==> src/rtl/alu_pipe_pkg.sv <==
// Shared opcode, state and flag types for the pipelined ALU and its reference users.
package alu_pipe_pkg;

  typedef enum logic [3:0] {
    OP_SHL = 4'd0,
    OP_SHR = 4'd1,
    OP_ADD = 4'd2,
    OP_SUB = 4'd3,
    OP_AND = 4'd4,
    OP_OR  = 4'd5,
    OP_XOR = 4'd6,
    OP_EQ  = 4'd7,
    OP_MUL = 4'd8,
    OP_ADC = 4'd9
  } opcode_e;

  localparam logic [3:0] OP_ILLEGAL_MIN = 4'd10;

  typedef enum logic [1:0] {
    IDLE = 2'd0,
    MULT = 2'd1,
    HOLD = 2'd2
  } state_e;

  typedef struct packed {
    logic carry;
    logic zero;
    logic neg;
    logic ovf;
    logic illegal;
  } flags_t;

  // Ops whose carry feeds the next ADC.
  function automatic logic is_arith(input logic [3:0] op);
    return (op == OP_ADD) || (op == OP_SUB) || (op == OP_ADC) || (op == OP_MUL);
  endfunction

endpackage

==> src/rtl/alu_pipe_if.sv <==
// Request/result handshake bundle between decoder, ALU and writeback.
interface alu_pipe_if #(parameter int WIDTH = 8) ();
  logic             in_valid;
  logic             in_ready;
  logic [3:0]       opcode;
  logic [WIDTH-1:0] data0;
  logic [WIDTH-1:0] data1;
  logic             out_valid;
  logic             out_ready;
  logic [WIDTH-1:0] result;
  logic [WIDTH-1:0] result_hi;
  logic             carry_flag;
  logic             zero_flag;
  logic             neg_flag;
  logic             ovf_flag;
  logic             illegal_op;
  logic             busy;

  modport master (
    output in_valid, opcode, data0, data1, out_ready,
    input  in_ready, out_valid, result, result_hi, carry_flag, zero_flag,
           neg_flag, ovf_flag, illegal_op, busy
  );

  modport slave (
    input  in_valid, opcode, data0, data1, out_ready,
    output in_ready, out_valid, result, result_hi, carry_flag, zero_flag,
           neg_flag, ovf_flag, illegal_op, busy
  );
endinterface

==> src/rtl/alu_pipe_comb.sv <==
// Combinational single-cycle datapath: every opcode except MUL, which the top iterates.
module alu_pipe_comb
  import alu_pipe_pkg::*;
#(
  parameter int WIDTH = 8
) (
  input  logic [3:0]       i_opcode,
  input  logic [WIDTH-1:0] i_data0,
  input  logic [WIDTH-1:0] i_data1,
  input  logic             i_carry_in,
  output logic [WIDTH-1:0] o_result,
  output flags_t           o_flags
);

  localparam int SHW = $clog2(WIDTH);

  logic             w_shift_oor;
  logic [SHW-1:0]   w_amt;
  logic [WIDTH:0]   w_shl;
  logic [WIDTH:0]   w_shr;
  logic [WIDTH:0]   w_add;
  logic [WIDTH:0]   w_sub;
  logic [WIDTH:0]   w_adc;
  logic             w_a_s;
  logic             w_b_s;
  logic [WIDTH-1:0] w_res;
  logic             w_c;
  logic             w_v;
  logic             w_ill;

  assign w_shift_oor = i_data1 >= WIDTH'(WIDTH);
  assign w_amt       = i_data1[SHW-1:0];
  // Extra bit on the shifted-out side captures the last bit lost as carry.
  assign w_shl       = {1'b0, i_data0} << w_amt;
  assign w_shr       = {i_data0, 1'b0} >> w_amt;
  assign w_add       = {1'b0, i_data0} + {1'b0, i_data1};
  assign w_sub       = {1'b0, i_data0} - {1'b0, i_data1};
  assign w_adc       = w_add + {{WIDTH{1'b0}}, i_carry_in};
  assign w_a_s       = i_data0[WIDTH-1];
  assign w_b_s       = i_data1[WIDTH-1];

  always_comb begin
    w_res = '0;
    w_c   = 1'b0;
    w_v   = 1'b0;
    w_ill = 1'b0;
    case (i_opcode)
      OP_SHL: if (!w_shift_oor) begin
        w_res = w_shl[WIDTH-1:0];
        w_c   = w_shl[WIDTH];
      end
      OP_SHR: if (!w_shift_oor) begin
        w_res = w_shr[WIDTH:1];
        w_c   = w_shr[0];
      end
      OP_ADD: begin
        w_res = w_add[WIDTH-1:0];
        w_c   = w_add[WIDTH];
        w_v   = (w_a_s == w_b_s) && (w_res[WIDTH-1] != w_a_s);
      end
      OP_SUB: begin
        w_res = w_sub[WIDTH-1:0];
        w_c   = w_sub[WIDTH];
        w_v   = (w_a_s != w_b_s) && (w_res[WIDTH-1] == w_b_s);
      end
      OP_ADC: begin
        w_res = w_adc[WIDTH-1:0];
        w_c   = w_adc[WIDTH];
        w_v   = (w_a_s == w_b_s) && (w_res[WIDTH-1] != w_a_s);
      end
      OP_AND: w_res = i_data0 & i_data1;
      OP_OR:  w_res = i_data0 | i_data1;
      OP_XOR: w_res = i_data0 ^ i_data1;
      OP_EQ:  w_res = {{(WIDTH-1){1'b0}}, (i_data0 == i_data1)};
      OP_MUL: w_res = '0;
      default: w_ill = 1'b1;
    endcase
  end

  assign o_result = w_res;
  assign o_flags  = '{carry: w_c, zero: (w_res == '0), neg: w_res[WIDTH-1],
                      ovf: w_v, illegal: w_ill};

endmodule

==> src/rtl/alu_pipe.sv <==
// Registered ALU with valid/ready handshake, chained carry and a shift-add multiplier.
//   state | meaning
//   IDLE  | accepting requests; single-cycle ops write results directly
//   MULT  | one shift-add step per cycle, WIDTH steps in total
//   HOLD  | product complete, waiting for the pending result to drain
module alu_pipe
  import alu_pipe_pkg::*;
#(
  parameter int WIDTH = 8
) (
  input logic        clk,
  input logic        rst,
  alu_pipe_if.slave  bus
);

  localparam int SHW = $clog2(WIDTH);
  localparam logic [1:0] S_IDLE = IDLE;
  localparam logic [1:0] S_MULT = MULT;
  localparam logic [1:0] S_HOLD = HOLD;

  logic [1:0]         r_state;
  logic [SHW-1:0]     r_cnt;
  logic [WIDTH-1:0]   r_mcand;
  logic [2*WIDTH-1:0] r_acc;
  logic               r_carry_q;
  logic               r_out_valid;
  logic [WIDTH-1:0]   r_result;
  logic [WIDTH-1:0]   r_result_hi;
  flags_t             r_flags;

  logic               w_accept;
  logic               w_is_mul;
  logic               w_stall;
  logic               w_last;
  logic [WIDTH:0]     w_sum;
  logic [2*WIDTH-1:0] w_acc_next;
  logic [2*WIDTH-1:0] w_prod;
  logic               w_wr_single;
  logic               w_wr_mul;
  logic               w_wr_arith;
  logic [WIDTH-1:0]   w_comb_result;
  flags_t             w_comb_flags;
  flags_t             w_mul_flags;
  logic [WIDTH-1:0]   w_wr_result;
  logic [WIDTH-1:0]   w_wr_hi;
  flags_t             w_wr_flags;

  alu_pipe_comb #(.WIDTH(WIDTH)) u_comb (
    .i_opcode   (bus.opcode),
    .i_data0    (bus.data0),
    .i_data1    (bus.data1),
    .i_carry_in (r_carry_q),
    .o_result   (w_comb_result),
    .o_flags    (w_comb_flags)
  );

  assign bus.in_ready = (r_state == S_IDLE) && (!r_out_valid || bus.out_ready);
  assign w_accept     = bus.in_valid && bus.in_ready;
  assign w_is_mul     = (bus.opcode == OP_MUL);
  assign w_stall      = r_out_valid && !bus.out_ready;
  assign w_last       = (r_cnt == SHW'(WIDTH-1));

  // Upper half accumulates the multiplicand; lower half shifts the multiplier out.
  assign w_sum      = {1'b0, r_acc[2*WIDTH-1:WIDTH]} + (r_acc[0] ? {1'b0, r_mcand} : '0);
  assign w_acc_next = {w_sum, r_acc[WIDTH-1:1]};
  assign w_prod     = (r_state == S_HOLD) ? r_acc : w_acc_next;

  assign w_wr_single = w_accept && !w_is_mul;
  assign w_wr_mul    = ((r_state == S_MULT) && w_last && !w_stall) ||
                       ((r_state == S_HOLD) && bus.out_ready);
  assign w_wr_arith  = w_wr_mul || (w_wr_single && is_arith(bus.opcode));

  assign w_mul_flags = '{carry: |w_prod[2*WIDTH-1:WIDTH], zero: (w_prod[WIDTH-1:0] == '0),
                         neg: w_prod[WIDTH-1], ovf: 1'b0, illegal: 1'b0};
  assign w_wr_result = w_wr_mul ? w_prod[WIDTH-1:0] : w_comb_result;
  assign w_wr_hi     = w_wr_mul ? w_prod[2*WIDTH-1:WIDTH] : '0;
  assign w_wr_flags  = w_wr_mul ? w_mul_flags : w_comb_flags;

  always_ff @(posedge clk or posedge rst) begin
    if (rst) begin
      r_state     <= S_IDLE;
      r_cnt       <= '0;
      r_mcand     <= '0;
      r_acc       <= '0;
      r_carry_q   <= 1'b0;
      r_out_valid <= 1'b0;
      r_result    <= '0;
      r_result_hi <= '0;
      r_flags     <= '0;
    end else begin
      case (r_state)
        S_IDLE: if (w_accept && w_is_mul) begin
          r_state <= S_MULT;
          r_mcand <= bus.data0;
          r_acc   <= {{WIDTH{1'b0}}, bus.data1};
          r_cnt   <= '0;
        end
        S_MULT: begin
          r_acc <= w_acc_next;
          r_cnt <= r_cnt + 1'b1;
          if (w_last) r_state <= w_stall ? S_HOLD : S_IDLE;
        end
        S_HOLD: if (bus.out_ready) r_state <= S_IDLE;
        default: r_state <= S_IDLE;
      endcase

      if (w_wr_single || w_wr_mul) begin
        r_out_valid <= 1'b1;
        r_result    <= w_wr_result;
        r_result_hi <= w_wr_hi;
        r_flags     <= w_wr_flags;
        if (w_wr_arith) r_carry_q <= w_wr_flags.carry;
      end else if (bus.out_ready) begin
        r_out_valid <= 1'b0;
      end
    end
  end

  assign bus.out_valid  = r_out_valid;
  assign bus.result     = r_result;
  assign bus.result_hi  = r_result_hi;
  assign bus.carry_flag = r_flags.carry;
  assign bus.zero_flag  = r_flags.zero;
  assign bus.neg_flag   = r_flags.neg;
  assign bus.ovf_flag   = r_flags.ovf;
  assign bus.illegal_op = r_flags.illegal;
  assign bus.busy       = (r_state == S_MULT);

endmodule

==> src/flat_wrapper.sv <==
// flat-port wrapper written by rule: the top's interface ports become plain ports
module alu_pipe_flat import alu_pipe_pkg::*;
#(
  parameter int WIDTH = 8
)
  (clk, rst, bus_in_valid, bus_opcode, bus_data0, bus_data1, bus_out_ready, bus_in_ready, bus_out_valid, bus_result, bus_result_hi, bus_carry_flag, bus_zero_flag, bus_neg_flag, bus_ovf_flag, bus_illegal_op, bus_busy);
  alu_pipe_if #(.WIDTH(WIDTH)) bus_i ();
  input logic clk;
  input logic rst;
  input wire logic [$bits(bus_i.in_valid)-1:0] bus_in_valid;
  input wire logic [$bits(bus_i.opcode)-1:0] bus_opcode;
  input wire logic [$bits(bus_i.data0)-1:0] bus_data0;
  input wire logic [$bits(bus_i.data1)-1:0] bus_data1;
  input wire logic [$bits(bus_i.out_ready)-1:0] bus_out_ready;
  output wire logic [$bits(bus_i.in_ready)-1:0] bus_in_ready;
  output wire logic [$bits(bus_i.out_valid)-1:0] bus_out_valid;
  output wire logic [$bits(bus_i.result)-1:0] bus_result;
  output wire logic [$bits(bus_i.result_hi)-1:0] bus_result_hi;
  output wire logic [$bits(bus_i.carry_flag)-1:0] bus_carry_flag;
  output wire logic [$bits(bus_i.zero_flag)-1:0] bus_zero_flag;
  output wire logic [$bits(bus_i.neg_flag)-1:0] bus_neg_flag;
  output wire logic [$bits(bus_i.ovf_flag)-1:0] bus_ovf_flag;
  output wire logic [$bits(bus_i.illegal_op)-1:0] bus_illegal_op;
  output wire logic [$bits(bus_i.busy)-1:0] bus_busy;
  assign bus_i.in_valid = bus_in_valid;
  assign bus_i.opcode = bus_opcode;
  assign bus_i.data0 = bus_data0;
  assign bus_i.data1 = bus_data1;
  assign bus_i.out_ready = bus_out_ready;
  assign bus_in_ready = bus_i.in_ready;
  assign bus_out_valid = bus_i.out_valid;
  assign bus_result = bus_i.result;
  assign bus_result_hi = bus_i.result_hi;
  assign bus_carry_flag = bus_i.carry_flag;
  assign bus_zero_flag = bus_i.zero_flag;
  assign bus_neg_flag = bus_i.neg_flag;
  assign bus_ovf_flag = bus_i.ovf_flag;
  assign bus_illegal_op = bus_i.illegal_op;
  assign bus_busy = bus_i.busy;
  alu_pipe #(.WIDTH(WIDTH)) u_core (.clk(clk), .rst(rst), .bus(bus_i));
endmodule
==> config.mk <==
export PLATFORM = sky130hd
export DESIGN_NAME = alu_pipe_flat
export DESIGN_NICKNAME = d
export VERILOG_FILES = /design/src/rtl/alu_pipe_pkg.sv /design/src/rtl/alu_pipe_if.sv /design/src/rtl/alu_pipe_comb.sv /design/src/rtl/alu_pipe.sv /design/src/flat_wrapper.sv
export SDC_FILE = /design/constraint.sdc
export NUM_CORES = 1
export LEC_CHECK = 0
export BUFFER_PORTS_ARGS = -buffer_cell sky130_fd_sc_hd__clkbuf_2
export CORE_MARGIN = 2
export CORE_UTILIZATION = 35
export CTS_BUF_LIST = sky130_fd_sc_hd__clkbuf_16
export CTS_CLUSTER_SIZE = 40
export DETAILED_ROUTE_END_ITERATION = 6
export GPL_ROUTABILITY_DRIVEN = 0
export PLACE_DENSITY = 0.56
export SLEW_MARGIN = 20
export SYNTH_ARGS = -nofsm -noshare
export SYNTH_HDL_FRONTEND = slang
export SYNTH_SLANG_ARGS = --single-unit
==> constraint.sdc <==
create_clock -name clk -period 3 [get_ports clk]
set_input_delay 0.3 -clock clk [delete_from_list [all_inputs] [get_ports clk]]
set_output_delay 0.3 -clock clk [all_outputs]
set_load 0.05 [all_outputs]
# After elaboration in Yosys (flattened, before gate mapping)

Index checks and enable logic that the tools add are counted.

Flip-flop bits (word level): 52
Output and inout port bits: 24

Magnitude comparators: 1
Bitwise gates (word level): 3
$add $sub $neg: 5
Reduce and logical (&&, ||, !) cells: 35
Shift-type cells: 2
Equality and inequality tests: 21
Multiplexer cells: 24

Operator list:

| operator                                                               | count |
|---|---|
| 8-bit one-hot mux with 9 select lines                                  | 1 |
| 8-bit 2-to-1 mux                                                       | 5 |
| 16-bit 2-to-1 mux                                                      | 2 |
| 16-bit one-hot mux with 2 select lines                                 | 1 |
| 4-bit by 3-bit equality test with 1-bit output (second input constant) | 4 |
| 8-bit zero test                                                        | 2 |
| 1-bit logical AND                                                      | 12 |
| 10-bit OR reduction                                                    | 1 |
| 8-bit by 8-bit adder with 9-bit output                                 | 1 |
| 8-bit by 9-bit adder with 9-bit output                                 | 1 |
| 9-bit by 1-bit adder with 9-bit output                                 | 1 |
| 8-bit by 3-bit << shifter with 9-bit output                            | 1 |
| 9-bit by 3-bit >> shifter with 9-bit output                            | 1 |
| 8-bit by 8-bit subtractor with 9-bit output                            | 1 |
| 8-bit AND                                                              | 1 |
| 4-bit by 2-bit equality test with 1-bit output (second input constant) | 2 |
| 4-bit equality test (second input constant)                            | 2 |
| 8-bit equality test                                                    | 1 |
| 8-bit by 4-bit >= comparator with 1-bit output (second input constant) | 1 |
| 2-bit 2-to-1 mux                                                       | 4 |
| 8-bit OR                                                               | 1 |
| 8-bit OR reduction                                                     | 1 |
| 8-bit bitwise XOR                                                      | 1 |
| 1-bit logical OR                                                       | 7 |
| 22 further kinds                                                       | 36 |

# Longest topological paths before layout

Gate-level depths: netlist (run 1).

Depth after elaboration: 8
Gate-level depth with buffers: 14

# Modules after synthesis

A second synthesis (run 1) with hierarchy kept.

Cells, all modules: 592
Area, all modules: 5112.4 um^2

By module, submodules not included:

| module        | instances | area an instance (um^2) | cells each |
|---|---|---|---|
| alu_pipe      | 1         | 2907.8                  | 296 |
| alu_pipe_comb | 1         | 2204.6                  | 296 |

# Worst setup path after synthesis (run 1)

OpenSTA, ideal clock, no wires.

Path kind: reg-to-reg
Start point: reg u_core.r_out_valid, in the netlist u_core.bus.out_valid
End point: reg u_core.r_flags, in the netlist u_core.bus.zero_flag
Setup time: 92 ps
Clock period less this slack: 3360 ps
Arrival: 3268 ps
Stages on the path, launching flop included: 9
Path buffers: 0
Required time: 2908 ps
Path slack: -360 ps
Path through: dfrtp_1 nand2b_1 nor3b_1 nand2_1 or2_2 nand2_1 nand4_1 or3_1 o31ai_2

Cells in the longest elaborated chain, start to end: 6
Elaborated cells between the ends (all ways): 11
Those cells by class: mux (1); reduce/logical (10)

Ends and longest elaborated chain:

| what                   | line               | RTL |
|---|---|---|
| from (decl)            | alu_pipe.sv:26     | `logic r_out_valid;` |
| from (signal assigned) | alu_pipe.sv:86     | `r_out_valid <= 1'b0;` |
| from (signal assigned) | alu_pipe.sv:108    | `r_out_valid <= 1'b1;` |
| from (signal assigned) | alu_pipe.sv:114    | `r_out_valid <= 1'b0;` |
| 1-bit zero test        | alu_pipe.sv:57     | `assign bus.in_ready = (r_state == S_IDLE) && (!r_out_valid \|\| bus.out_ready);` |
| 1-bit logical OR       | alu_pipe.sv:57     |  |
| 1-bit logical AND      | alu_pipe.sv:57     |  |
| net bus_in_ready       | flat_wrapper.sv:15 | `output wire logic [$bits(bus_i.in_ready)-1:0] bus_in_ready;` |
| 1-bit logical AND      | alu_pipe.sv:58     | `assign w_accept = bus.in_valid && bus.in_ready;` |
| 1-bit logical AND      | alu_pipe.sv:68     | `assign w_wr_single = w_accept && !w_is_mul;` |
| 1-bit logical OR       | alu_pipe.sv:107    | `if (w_wr_single \|\| w_wr_mul) begin` |
| to (signal assigned)   | alu_pipe.sv:111    | `r_flags <= w_wr_flags;` |
| to (decl)              | alu_pipe.sv:29     | `flags_t r_flags;` |

The timed path passes the listed nets, and every way through them passes these cells.
A chain may end at the register's enable or synchronous reset.

# Worst setup path in the final report (run 1)

Start point: reg u_core.r_acc[0]
End point: reg u_core.r_carry_q

Cells in the longest elaborated chain, start to end: 5

Ends and longest elaborated chain:

| what                                   | line            | RTL |
|---|---|---|
| from (decl)                            | alu_pipe.sv:24  | `logic [2*WIDTH-1:0] r_acc;` |
| from (signal assigned)                 | alu_pipe.sv:95  | `r_acc <= {{WIDTH{1'b0}}, bus.data1};` |
| from (signal assigned)                 | alu_pipe.sv:99  | `r_acc <= w_acc_next;` |
| 8-bit 2-to-1 mux                       | alu_pipe.sv:64  | `assign w_sum = {1'b0, r_acc[2*WIDTH-1:WIDTH]} + (r_acc[0] ? {1'b0, r_mcand} : '0);` |
| 8-bit by 9-bit adder with 9-bit output | alu_pipe.sv:64  |  |
| 16-bit 2-to-1 mux                      | alu_pipe.sv:66  | `assign w_prod = (r_state == S_HOLD) ? r_acc : w_acc_next;` |
| 8-bit OR reduction                     | alu_pipe.sv:73  | `assign w_mul_flags = '{carry: \|w_prod[2*WIDTH-1:WIDTH], zero: (w_prod[WIDTH-1:0] == '0),` |
| 5-bit 2-to-1 mux                       | alu_pipe.sv:77  | `assign w_wr_flags = w_wr_mul ? w_mul_flags : w_comb_flags;` |
| to (signal assigned)                   | alu_pipe.sv:112 | `if (w_wr_arith) r_carry_q <= w_wr_flags.carry;` |
| to (decl)                              | alu_pipe.sv:25  | `logic r_carry_q;` |

No other way between the ends.

==> impl_results.md, run 1 <==
* Largest net degree at the start of global routing at 52
* Max-cap violations at 0
* Initial Util at 0.361
* Grt ovf at 0
* Post-route cell area at 5870 µm²
* Mapped Cells at 600
* Worst-Skew Late Latency at slightly below 300 ps
* WHS at about 140 ps
* Fillers at 1393
* CP required at 3160 ps
* Initial antenna violation count at 0
* CP max stage delay at just under 400 ps
* Syn nets at 664
* Max-slew violations at 0
* Setup-failing EPs final at 0
* Worst-path clk slew at 70 ps
* Vias in the first global route at 4711
* Crit path max fanout at 9
* Via count at 4905
* Crit Path Category: reg2reg
* PnR worst setup slack at between 200 and 250 ps
* Hold_buf cts at 0
* Std-Cell Rows at 42
* Combinational share of power at 0.526
* Total global-route track usage at 0.218
* Top_reg_cell synth: dfrtp_1
* Die width at 121 µm
* Antenna diode count at 0
* CTS tree: done
* Cells on worst reg2reg path at 11
* DRC violations left at 0
* Placed wire-length estimate at 12600 µm
* Cell-internal power at 0.00204 W
* CTS Buf Count at 5
* Routed length per placed instance at 18.4 µm
* Yosys warning count at 0
* CP top delay family: compound AO/OA/AOI/OAI gates
* Sw frac at 0.462
* I/O pin cnt at 48
* Drt pass-1 iters at 5
* Post-Syn Area at 4820 µm²
* Max rail drop VDD at approximately 0.00032 V
* CP Cell Sequence: buf_4, and2_1, ha_1, a211oi_1, o21bai_1, a31o_2, a21oi_1, xor2_1, nor2_1, a31oi_1, a31oi_1
* Reg2reg start: u_core.r_acc[0]
* Register area share after synthesis at 0.265
* Hold crit path type: in2async
* Worst slew pin tran at approximately 1100 ps
* Post-synth ARST share at 1.00
* CP Capture Type: register
* Setup Skew at slightly below 4 ps
* Port bufs at 47
* Final nets at 750
* Flop2flop setup slack at 200 ps
* Root buffer cell: clkbuf_16
* Tcrit/Tclk final at 0.933
* First-pass GRT wire length at 25300 µm
* Routed Antenna Nets at 0
* Placed Area at 5680 µm²
* Syn-to-layout area delta at 21.7%
* Critical path's slowest cell: a31oi_1
* Die Height at 121 µm
* Via/cell ratio at 5.68
* Register area at 1280 µm²
* Post-CTS Resized at 0
* Share of cells above drive strength 1 at 0.230
* P per Cell Area at 647 nW/µm²
* Post-Route WL at 15800 µm
* Tmin final at roughly 2800 ps
* CP most frequent cell: a31oi_1
* Setup WS pre-CTS at -2.28 ps
* Setup crit start kind: register
* RSZ-0062 raised after global routing: no
* Worst R2R End: u_core.r_carry_q
* CP bufs+invs at 1
* Yosys cell types at roughly 70
* Post-CTS Setup Repair Bufs at 0
* Run status: finished, final reports clean
* Highest clock rate at between 300 and 400 MHz
* Leakage at 2.75 nW
* Fin. Hold Viols at 0
* Die area at 14700 µm²
* Psw at ~0.0018 W
* Bufs on Longest Clock Path at 2
* Core Region at 13300 µm²
* Syn Area/Cell at roughly 8 µm²
* CTS Sinks at 51
* Slew HR at 0.289
* #FFs+latches synth at 51
* DRT iter0 DRCs at 422
* Clock power share at 0.171
* H-tree depth at 2
* Multi-input logic area at 3340 µm²
* Sequential power share at 0.303
* CP arrival at a little under 3000 ps
* Number of synthesized flops with an enable pin at 0
-- power by group through the flow --
stage	sequential (W)	clock (W)	combinational, W
floorplan	0.00142	0	0.00109
global placement	0.00115	0	0.00193
detailed placement	0.00116	0	0.00196
CTS	0.00115	0.000652	0.00197
global route	0.00118	0.000682	0.00217
finish	0.00115	0.000647	0.00200
-- cell usage after synthesis, drive strengths merged, types with 11 or more instances --
library cell | count | area, µm²
nor3 | 13 | 65.1
xnor2 | 13 | 114
clkbuf | 26 | 97.6
ha | 37 | 463
o21ai | 40 | 200
nand2b | 15 | 93.8
a211oi | 12 | 90.1
mux2i | 13 | 130
and2 | 11 | 68.8
a21oi | 49 | 245
nand3 | 22 | 110
nand2 | 71 | 267
nor2 | 51 | 191
buf | 13 | 80.1
inv | 25 | 93.8
dfrtp | 51 | 1280
-- worst max path at each step --
| stage | endpoint | startpoint | cells past startpoint | slack [ps] |
|---|---|---|---|---|
| 2_1_floorplan | u_core.bus.zero_flag | bus_data1[1] | 12 | 50 |
| 4_1_cts | u_core.bus.carry_flag | u_core.r_mcand[0] | 12 | 80 |
| 3_5_place_dp | u_core.bus.result[6] | bus_data1[1] | 13 | -2 |
| 3_3_place_gp | u_core.bus.zero_flag | bus_data0[0] | 12 | 30 |
| 6_report | u_core.r_carry_q | u_core.r_acc[0] | 11 | 200 |
| 5_1_grt | u_core.r_carry_q | u_core.r_acc[0] | 12 | 60 |
-- worst reg2reg max path, cell delays in order, from the launching register on --
cell and delay [ps]:
dfrtp_1 380, buf_4 160, and2_1 190, ha_1 320, a211oi_1 230, o21bai_1 140, a31o_2 260, a21oi_1 190
xor2_1 210, nor2_1 60, a31oi_1 390, a31oi_1 150
-- metrics by stage --
| stage | setup TNS [ps] | total power (W) | cells | util |
|---|---|---|---|---|
| after floorplan | 0 | 0.00250 | 600 | - |
| after global placement | 0 | 0.00308 | 855 | 0.425 |
| after detailed placement | -2.28 | 0.00313 | 855 | 0.425 |
| after CTS | 0 | 0.00378 | 863 | 0.438 |
| after global routing | 0 | 0.00404 | 863 | 0.440 |
| final | 0 | 0.00380 | 863 | 0.440 |
-- kinds of logic (layout without fill, tap and decap cells) --
family          after synthesis  after routing  share of synthesized area
simple gates                225            225                      0.229
compound gates              178            178                      0.245
buf+inv                      65            152                     0.0571
flops                        51             51                      0.265
fa+ha+maj                    40             40                      0.108
mux                          21             21                     0.0597
xor+xnor                     20             20                     0.0363
-- placed cells by master, fill, tap and decap left out, types with 7 or more instances in the layout --
| cell type | count |
|---|---|
| a31oi_1 | 8 |
| buf_4 | 71 |
| nand3_1 | 22 |
| xnor2_1 | 13 |
| nor2b_1 | 7 |
| mux2i_1 | 13 |
| nand2b_1 | 15 |
| ha_1 | 36 |
| nor3_1 | 13 |
| and2_1 | 11 |
| inv_1 | 22 |
| nor2_1 | 51 |
| xor2_1 | 7 |
| a211oi_1 | 10 |
| dfrtp_1 | 51 |
| o21ai_0 | 39 |
| clkbuf_2 | 47 |
| a21oi_1 | 48 |
| nand2_1 | 71 |
-- sequential cells by signal, summed over array words and instances, names as in the netlist --
name / count
u_core.bus.result: 7
u_core.r_cnt: 3
u_core.bus.result_hi: 8
u_core.r_state: 2
u_core.bus.zero_flag: 1
u_core.bus.neg_flag: 1
u_core.bus.ovf_flag: 1
u_core.bus.out_valid: 1
u_core.bus.carry_flag: 1
u_core.r_acc: 16
u_core.r_carry_q: 1
u_core.r_mcand: 8
u_core.bus.illegal_op: 1
-- routing by layer --
metal  GRT usage  wire, µm  part of all wire
met5           0         0                 0
met4      0.0553       308             0.019
met3      0.0305       984             0.062
met2       0.356      7240              0.46
met1       0.303      7310              0.46
-- cell type report --
cell class | count | area share
clock buffers | 5 | 0.0213
clock inverters | 3 | 0.00661
inverters | 26 | 0.0175
multi-input cells | 484 | 0.569
flip-flops and latches | 51 | 0.217
well taps | 176 | 0.0375
repair buffers | 118 | 0.131
Note: power is estimated with default switching activity, not from simulation.
==> run 2: changes to the inputs <==
--- a/config.mk
+++ b/config.mk
@@ -5,14 +5,15 @@
 export SDC_FILE = /design/constraint.sdc
 export NUM_CORES = 1
 export LEC_CHECK = 0
-export BUFFER_PORTS_ARGS = -buffer_cell sky130_fd_sc_hd__clkbuf_2
 export CORE_MARGIN = 2
 export CORE_UTILIZATION = 35
 export CTS_BUF_LIST = sky130_fd_sc_hd__clkbuf_16
 export CTS_CLUSTER_SIZE = 40
 export DETAILED_ROUTE_END_ITERATION = 6
+export DONT_BUFFER_PORTS = 1
 export GPL_ROUTABILITY_DRIVEN = 0
-export PLACE_DENSITY = 0.56
+export PLACE_DENSITY = 0.53
+export RECOVER_POWER = 25
 export SLEW_MARGIN = 20
 export SYNTH_ARGS = -nofsm -noshare
 export SYNTH_HDL_FRONTEND = slang
==> run 2 against run 1 <==
Against the previous run: clock power increased by 2%; final cell count decreased by 9.7%; clock skew increased by 1.2 ps; largest cell class unchanged.
==> impl_results.md, run 2 (synthesized netlist as in run 1, its figures left out) <==
* Run status: finished, final reports clean
* Std-Cell Rows at 42
* Via/cell ratio at between 5 and 6
* Antenna diode count at 0
* RSZ-0062 raised after global routing: no
* Max rail drop VDD at 0.000272 V
* Initial Util at 0.361
* Die area at 14700 µm²
* Total global-route track usage at 0.219
* Cell-internal power at approximately 0.0019 W
* DRC violations left at 0
* Setup crit start kind: register
* Highest clock rate at 357 MHz
* H-tree depth at 2
* Routed Antenna Nets at 0
* Die Height at 121 µm
* Most Used Layer, Global Route: met2
* Psw at 0.00168 W
* Tcrit/Tclk final at 0.933
* Hold crit path type: in2reg
* Setup TNS at 0 ps
* Met3 Usage GRT at 0.0517
* Placed Cells at 770
* Via count at 4596
* CTS Sinks at 51
* Sequential power share at 0.419
* Worst Hold Path Cells at 1
* Worst-Skew Late Latency at 300 ps
* Bufs on Longest Clock Path at 2
* Met1 GRT Util at 0.314
* Syn-to-layout area delta at 11.2%
* CP arrival at 2960 ps
* Power Total at between 0.003 and 0.004 W
* Share of cells above drive strength 1 at 0.119
* CP max stage delay at 440 ps
* Max-cap violations at 0
* Worst slew pin tran at 1180 ps
* Hold path startpoint: bus_out_ready
* Port bufs at 0
* Top reg by flops: u_core.r_acc
* CTS Buf Count at 5
* Placed wire-length estimate at between 10000 and 15000 µm
* Final nets at 666
* DRT iter0 DRCs at 564
* Vias in the first global route at 4423
* Clock power share at 0.185
* Tmin final at 2800 ps
* Reg2reg start: u_core.r_acc[0]
* Die width at 121 µm
* Grt ovf at 0
* Critical path's slowest cell: fa_1
* Crit path max fanout at 5
* Drt pass-1 iters at 5
* Worst-path clk slew at 70 ps
* Combinational share of power at 0.396
* Root buffer cell: clkbuf_16
* Initial antenna violation count at 0
* Commonest cells after routing, fill and taps aside: nand2_1 (71), nor2_1 (51), dfrtp_1 (51)
* Post-CTS Setup Repair Bufs at 0
* Slew HR at 0.212
* Worst R2R End: u_core.bus.carry_flag
* Setup Skew at 5.06 ps
* Sw frac at 0.468
* Max reg flops at 16
* Crit Path Category: reg2reg
* Post-Route WL at between 15000 and 20000 µm
* P per Cell Area at roughly 670 nW/µm²
* CP required at 3170 ps
* Fin. Hold Viols at 0
* Met2 Usage GRT at 0.322
* I/O pin cnt at 48
* Most common cell after layout, fill and taps aside: nand2_1
* Fillers at ~1400
* Core Region at approximately 13000 µm²
* Leakage at around 2.4 nW
* Largest net degree at the start of global routing at 45
* First-pass GRT wire length at ~25000 µm
* Routed length per placed instance at 20.0 µm
* Cells on worst reg2reg path at 11
* CP Cell Sequence: and2_1, ha_1, fa_1, a21o_1, a21oi_1, xnor2_1, nand2_1, nor4bb_2, a41oi_2, a311oi_2, a31oi_1
* CTS tree: done
* Setup-failing EPs final at 0
* Flop2flop setup slack at 200 ps
* Non-Filler Instances at 779
* Final core occ at 0.402
* Hold Path Sink: u_core.r_state[1]
* CP Capture Type: register
* Max-slew violations at 0
run 2: cell count changes in the layout (fill, tap and decap cells not counted), sizes merged:
cell,previous run,this run
clkinv,4,3
inv,23,24
buf,71,33
clkbuf,52,5
dlygate4sd3,0,1
run 2: layer usage:
metal	wire, µm	up-vias
li1	-	2186
met1	7230	2201
met2	6680	190
met3	1250	19
met4	399	0
met5	0	-
run 2: worst max path at each step:
| stage | start | endpoint | slack [ps] | depth (start not counted) |
|---|---|---|---|---|
| 6_report | u_core.r_acc[0] | u_core.bus.carry_flag | 200 | 11 |
| 5_1_grt | u_core.r_acc[0] | u_core.bus.carry_flag | 10 | 11 |
| 4_1_cts | u_core.r_acc[0] | u_core.bus.carry_flag | 50 | 11 |
| 3_5_place_dp | bus_data1[0] | u_core.bus.zero_flag | 40 | 11 |
| 3_3_place_gp | u_core.r_acc[0] | u_core.r_carry_q | 110 | 11 |
| 2_1_floorplan | bus_data1[1] | u_core.bus.zero_flag | 50 | 12 |
run 2: final cells by class:
class	instances	area, µm²	area share
Multi-Input combinational cell	484	3340	0.622
Sequential cell	51	1280	0.238
Timing Repair Buffer	34	258	0.0481
Tap cell	176	220	0.0411
Clock buffer	5	125	0.0233
Inverter	26	101	0.0189
Clock inverter	3	43.8	0.00817
run 2: power groups by stage:
stage / Sequential [W] / Clock (W) / Combinational, W
2_1_floorplan: 0.00142 / 0 / 0.00109
3_3_place_gp: 0.00151 / 0 / 0.00135
3_5_place_dp: 0.00152 / 0 / 0.00138
4_1_cts: 0.00150 / 0.000677 / 0.00139
5_1_grt: 0.00154 / 0.000701 / 0.00159
6_report: 0.00150 / 0.000663 / 0.00142
run 2: metrics by stage:
| stage | cell area, µm² | hold slack (ps) | worst slack (ps) |
|---|---|---|---|
| 3_5_place_dp | 5160 | 310 | 35.8 |
| 5_1_grt | 5360 | 50.6 | 10.2 |
| 2_1_floorplan | 4880 | 363 | 45.5 |
| 3_3_place_gp | 5160 | 299 | 105 |
| 4_1_cts | 5340 | 52.5 | 52.7 |
| 6_report | 5360 | 56.1 | 202 |
run 2: what timing repair did:
action	CTS	global route
gates resized for setup	0	5
endpoints found under the hold margin	29	0
setup endpoints to repair	0	2
hold buffers	1	0
run 2: worst max-delay path, delay by kind of cell, from the launching register on:
kind | cells | cell delay, ps
flip-flops | 1 | 400
adder cells (fa/ha/maj) | 2 | 660
AO/OA/AOI/OAI | 5 | 970
AND/OR/NAND/NOR | 3 | 520
XOR/XNOR | 1 | 130
